[src/rtl/proc_pkg.sv]
// Shared processor types for the MEM stage: default data-path widths, the
// store-buffer entry layout and a pointer-width helper.
package proc_pkg;

  localparam int SB_ADDR_W = 8;
  localparam int SB_DATA_W = 32;

  typedef struct packed {
    logic                 valid;
    logic [SB_ADDR_W-1:0] addr;
    logic [SB_DATA_W-1:0] data;
  } sb_entry_t;

  function automatic int ptr_w(input int depth);
    return (depth > 1) ? $clog2(depth) : 1;
  endfunction

endpackage

[src/rtl/sb_match.sv]
// Store-to-load forwarding compare: scans pending entries from the youngest
// (just behind the tail) to the oldest and returns the first address match.
module sb_match
  import proc_pkg::*;
#(
  parameter int DEPTH = 4,
  parameter int PTR_W = 2
) (
  input  logic                 i_en,
  input  sb_entry_t            i_entries [DEPTH],
  input  logic [PTR_W-1:0]     i_tail,
  input  logic [SB_ADDR_W-1:0] i_addr,
  output logic                 o_hit,
  output logic [SB_DATA_W-1:0] o_data
);

  logic [PTR_W-1:0] w_idx;

  // k=1 is the most recently pushed slot; k=DEPTH wraps onto the tail itself,
  // which is the oldest slot when the buffer is full.
  always_comb begin
    o_hit  = 1'b0;
    o_data = '0;
    w_idx  = '0;
    for (int k = 1; k <= DEPTH; k++) begin
      w_idx = i_tail - PTR_W'(k);
      if (i_en && !o_hit && i_entries[w_idx].valid &&
          (i_entries[w_idx].addr == i_addr)) begin
        o_hit  = 1'b1;
        o_data = i_entries[w_idx].data;
      end
    end
  end

endmodule

[src/rtl/mem_store_buffer.sv]
// MEM-stage store buffer: queues SW operations in a circular FIFO, drains them
// to data memory over req/ack, and forwards pending data to younger loads.
module mem_store_buffer
  import proc_pkg::*;
#(
  parameter int ADDR_W = SB_ADDR_W,
  parameter int DATA_W = SB_DATA_W,
  parameter int DEPTH  = 4
) (
  input  logic                     clk,
  input  logic                     rst,
  input  logic                     EX_MEM_MemWrite,
  input  logic                     EX_MEM_MemRead,
  input  logic [ADDR_W-1:0]        EX_MEM_ALUResult,
  input  logic [DATA_W-1:0]        EX_MEM_WriteData,
  output logic                     MEM_Stall,
  output logic                     MEM_FwdHit,
  output logic [DATA_W-1:0]        MEM_FwdData,
  output logic                     DM_WrReq,
  output logic [ADDR_W-1:0]        DM_WrAddr,
  output logic [DATA_W-1:0]        DM_WrData,
  input  logic                     DM_WrAck,
  output logic                     SB_Empty,
  output logic [$clog2(DEPTH):0]   SB_Count
);

  localparam int PTR_W = ptr_w(DEPTH);

  sb_entry_t        r_entries [DEPTH];
  logic [PTR_W-1:0] r_head;
  logic [PTR_W-1:0] r_tail;
  logic [PTR_W:0]   r_count;

  logic w_full;
  logic w_req;
  logic w_push;
  logic w_pop;

  assign w_full = (r_count == (PTR_W+1)'(DEPTH));
  assign w_req  = (r_count != '0);
  // A full buffer never takes the SW, even if the head drains this cycle.
  assign w_push = EX_MEM_MemWrite && !w_full;
  assign w_pop  = w_req && DM_WrAck;

  always_ff @(posedge clk or negedge rst) begin
    if (!rst) begin
      for (int i = 0; i < DEPTH; i++) begin
        r_entries[i] <= '0;
      end
      r_head  <= '0;
      r_tail  <= '0;
      r_count <= '0;
    end else begin
      if (w_push) begin
        r_entries[r_tail] <= '{valid: 1'b1, addr: EX_MEM_ALUResult, data: EX_MEM_WriteData};
        r_tail            <= r_tail + 1'b1;
      end
      if (w_pop) begin
        r_entries[r_head].valid <= 1'b0;
        r_head                  <= r_head + 1'b1;
      end
      case ({w_push, w_pop})
        2'b10:   r_count <= r_count + 1'b1;
        2'b01:   r_count <= r_count - 1'b1;
        default: r_count <= r_count;
      endcase
    end
  end

  sb_match #(
    .DEPTH (DEPTH),
    .PTR_W (PTR_W)
  ) u_match (
    .i_en      (EX_MEM_MemRead),
    .i_entries (r_entries),
    .i_tail    (r_tail),
    .i_addr    (EX_MEM_ALUResult),
    .o_hit     (MEM_FwdHit),
    .o_data    (MEM_FwdData)
  );

  assign MEM_Stall = EX_MEM_MemWrite && w_full;
  assign DM_WrReq  = w_req;
  assign DM_WrAddr = w_req ? r_entries[r_head].addr : '0;
  assign DM_WrData = w_req ? r_entries[r_head].data : '0;
  assign SB_Empty  = !w_req;
  assign SB_Count  = r_count;

endmodule

[config.mk]
export PLATFORM = sky130hd
export DESIGN_NAME = mem_store_buffer
export DESIGN_NICKNAME = d
export VERILOG_FILES = /design/src/rtl/proc_pkg.sv /design/src/rtl/sb_match.sv /design/src/rtl/mem_store_buffer.sv
export SDC_FILE = /design/constraint.sdc
export NUM_CORES = 1
export LEC_CHECK = 0
export BUFFER_PORTS_ARGS = -buffer_cell sky130_fd_sc_hd__buf_2
export CAP_MARGIN = 20
export CORE_MARGIN = 2
export CORE_UTILIZATION = 40
export CTS_BUF_LIST = sky130_fd_sc_hd__clkbuf_4 sky130_fd_sc_hd__clkbuf_8
export CTS_CLUSTER_DIAMETER = 100
export DETAILED_ROUTE_END_ITERATION = 16
export GPL_TIMING_DRIVEN = 0
export PLACE_DENSITY_LB_ADDON = 0.1
export SETUP_SLACK_MARGIN = 0.1
export SLEW_MARGIN = 20
export SYNTH_ARGS = -nofsm -noshare
export SYNTH_HDL_FRONTEND = slang
export SYNTH_SLANG_ARGS = --single-unit
[constraint.sdc]
create_clock -name clk -period 7.3 [get_ports clk]
set_input_delay 1.095 -clock clk [delete_from_list [all_inputs] [get_ports clk]]
set_output_delay 1.095 -clock clk [all_outputs]
set_load 0.02 [all_outputs]
==> qor.csv <==
stage,metric,value,unit
critical_path,arrival,5.86,ns
detailed_routing,drt-initial-drc-count,734,
power_and_ir_drop,intPower,4.66,mW
logic_synthesis,synth_cell_types,48,
critical_path,r2r-start,r_tail[1],
clock_network,clk_latency,0.49,ns
global_route,grt_max_degree,79,
power_and_ir_drop,vdd_drop_max,0.000233,V
floorplanning,dieArea,34300,µm²
floorplanning,die_h,185,µm
clock_network,ctsHtreeMaxLevel,4,
logic_synthesis,synth_edf_count,0,
logic_synthesis,synth_area_per_cell,14.1,µm²
final_layout,layout.nets,1124,
clock_network,cts_buffers,17,
final_layout,syn_to_final_growth,11.9,%
timing,rsz0062_at_grt,no,
clock_network,cts.clk_slew.worst_paths,0.09,ns
timing,skew,0.0145,ns
timing,hold_violations,0,
outcome,status,"complete, no violations",
logic_synthesis,yosysMostFrequentCell,mux4_2,
logic_synthesis,yosysTopAreaCell,mux4_2,
detailed_routing,drt_pass1_iterations,4,
logic_synthesis,synth_flop_cell,dfrtp_1,
worst_hold_path,min_path_type,in -> async,
placed_design,hpwl,27800,µm
detailed_routing,finalWirelength,40700,µm
timing,fmax,144,MHz
global_route,antenna_found_initial,1,
clock_network,cts_buffer_depth,2,
final_layout,final_area,14700,µm²
power_and_ir_drop,netSwitchingPower,3.48,mW
logic_synthesis,synthesis.nets,988,
placed_design,place.gp.congestion,0.806,
global_route,grt_usage,24.9,%
clock_network,cts_tree,done,
clock_network,postCtsSetupBuffers,0,
logic_synthesis,synth_warnings,0,
logic_synthesis,ys_seq_area_share,32.6,%
power_and_ir_drop,comb_power_share,65.7,%
clock_network,clockRootBuffer,clkbuf_8,
floorplanning,die_w,185,µm
power_and_ir_drop,sw_frac_of_total,42.7,%
clock_network,cts.sinks,171,
logic_synthesis,synth_top_area_share,33.3,%
detailed_routing,antenna_left,0,
logic_synthesis,async_flop_share,100,%
detailed_routing,wire_per_inst,26.7,µm
logic_synthesis,synth_area,13100,µm²
power_and_ir_drop,seqPwrFrac,26.4,%
critical_path,critPathKind,reg -> out,
floorplanning,rows,66,
critical_path,start_kind,flip-flop,
global_route,grt_pass1_vias,9497,
timing,fin_crit,6.96,ns
placed_design,dp_cells,1494,
critical_path,cp.required,6.20,ns
power_and_ir_drop,p_leak,5.77,nW
final_layout,drive_above_1_share,52.0,%
floorplanning,core_area,32500,µm²
global_route,overflow,0,
logic_synthesis,ys_ff_latch,171,
power_and_ir_drop,p_per_area,554,nW/µm²
critical_path,end_kind,primary output,
logic_synthesis,synth_cells,933,
power_and_ir_drop,clkPwrFrac,8.0,%
detailed_routing,num_vias,9347,
logic_synthesis,synth_common_cells,"194 x mux4_2, 171 x dfrtp_1, 164 x mux2_2",
logic_synthesis,synthTopCellsByArea,"mux4_2 33%, dfrtp_1 33%, mux2_2 14%, nor2b_1 3.4%, o2bb2ai_1 1.9%",
placed_design,io_buffers,117,
timing,finalSetupViolations,0,
global_route,grt_pass1_wl,62100,µm
critical_path,startpoint,r_tail[1],
detailed_routing,avgViaCountPerCell,6.14,
timing,tightest_slew,1.03,ns
timing,finalCritPeriodShare,95.3,%
floorplanning,start_util,40.5,%
critical_path,cp_max_fo,19,
final_layout,final_util,45.3,%
timing,drv_slew,0,
detailed_routing,drc,0,
placed_design,place_area,14300,µm²
final_layout,finalNonFillerCells,1522,
run,drv_cap,0,
timing,slew_headroom,30.9,%
floorplanning,ios,124,
layout by cell type, fill, tap and decap left out, types with 2 or more instances in the layout:
master,netlist,routed
a21oi_1,8,8
buf_4,4,5
clkinv_2,0,6
nand2b_1,3,3
xor2_1,27,27
ha_1,9,9
mux2_2,164,164
o2bb2ai_2,2,2
mux2i_1,19,19
dfrtp_1,171,171
clkbuf_8,0,19
nor2b_1,71,71
nand4_1,2,2
nand3_1,3,3
mux4_2,194,194
o211ai_1,3,3
clkinvlp_4,0,2
buf_2,26,141
nor4_1,4,4
inv_1,8,8
a31oi_1,2,2
clkbuf_1,50,41
nand2_1,11,11
buf_1,9,5
nor2_1,34,34
clkbuf_2,0,10
a211oi_1,30,30
buf_16,0,2
clkbuf_4,0,2
nor3_1,8,7
o2bb2ai_1,28,28
xnor2_1,15,15
buf_6,4,4
o21ai_0,4,4
metal layers:
| metal | track usage [%] | routed length (µm) |
|---|---|---|
| met2 | 39.3 | 19600 |
| met5 | 0 | 0 |
| met1 | 35.3 | 18000 |
| met3 | 4.78 | 2360 |
| met4 | 6.92 | 785 |
worst paths after layout:
| kind | endpoint | slack, ns | cells past startpoint |
|---|---|---|---|
| max | MEM_FwdData[30] | 0.34 | 17 |
| min | asynchronous set/reset pin | 0.49 | 1 |
| min reg2reg | SB_Count[2] | 0.57 | 1 |
| max reg2reg | r_tail[1] | 2.77 | 14 |
| max in group asynchronous | asynchronous set/reset pin | 5.76 | 3 |
| min in group clk | SB_Count[2] | 0.57 | 1 |
area by class of cell:
type	instances	area, µm²
Multi-Input combinational cell	659	8380
Clock inverter	9	75.1
Sequential cell	171	4280
Tap cell	442	553
Timing Repair Buffer	119	651
Antenna cell	1	2.50
Clock buffer	20	269
Buffer	92	458
Fill cell	3051	17800
Inverter	9	33.8
power groups by stage:
stage | registers (mW) | logic, mW | clock network (mW)
global route | 2.24 | 5.73 | 0.707
floorplan | 1.89 | 4.21 | 0
finish | 2.15 | 5.35 | 0.649
detailed placement | 2.14 | 5.38 | 0
global placement | 2.10 | 5.34 | 0
CTS | 2.12 | 5.40 | 0.676
cells by family (layout without fill, tap and decap cells):
kind of cell | count (synthesis) | count (layout) | synth area share (%)
xor+xnor | 42 | 42 | 2.80
compound gates | 86 | 86 | 5.16
other cells | 0 | 1 | 0
simple gates | 144 | 144 | 6.02
flops | 171 | 171 | 32.6
mux | 377 | 377 | 48.8
fa+ha+maj | 10 | 10 | 1.01
buf+inv | 103 | 249 | 3.66
through the flow:
stage | hold WS [ns] | TNS [ns] | setup WS, ns | total power, mW
after floorplan | 0.535 | 0 | 1.54 | 6.11
after global placement | 0.527 | -14.40 | -0.601 | 7.44
after detailed placement | 0.546 | -15.81 | -0.644 | 7.52
after CTS | 0.465 | 0 | 0.186 | 8.19
after global routing | 0.481 | 0 | 0.116 | 8.67
final | 0.486 | 0 | 0.344 | 8.14
what timing repair did:
action	4_1_cts	5_1_grt
pin swaps	0	0
endpoints found under the hold margin	0	0
setup endpoints to repair	33	30
gates resized for setup	9	1
hold buffers	0	0
critical path, stage by stage (launching register included):
cell and delay, ns:
dfrtp_1 0.38, buf_2 0.25, buf_2 0.34, clkbuf_4 0.46, buf_4 0.41, inv_1 0.14
ha_1 0.31, buf_6 0.16, buf_4 0.24, buf_2 0.33, mux4_2 0.36, xnor2_1 0.17
nand4_1 0.25, nor2_1 0.15, nor4_2 0.50, buf_2 0.40, o2bb2ai_1 0.25, buf_2 0.24
No activity file was read; power rests on OpenSTA's default activity.
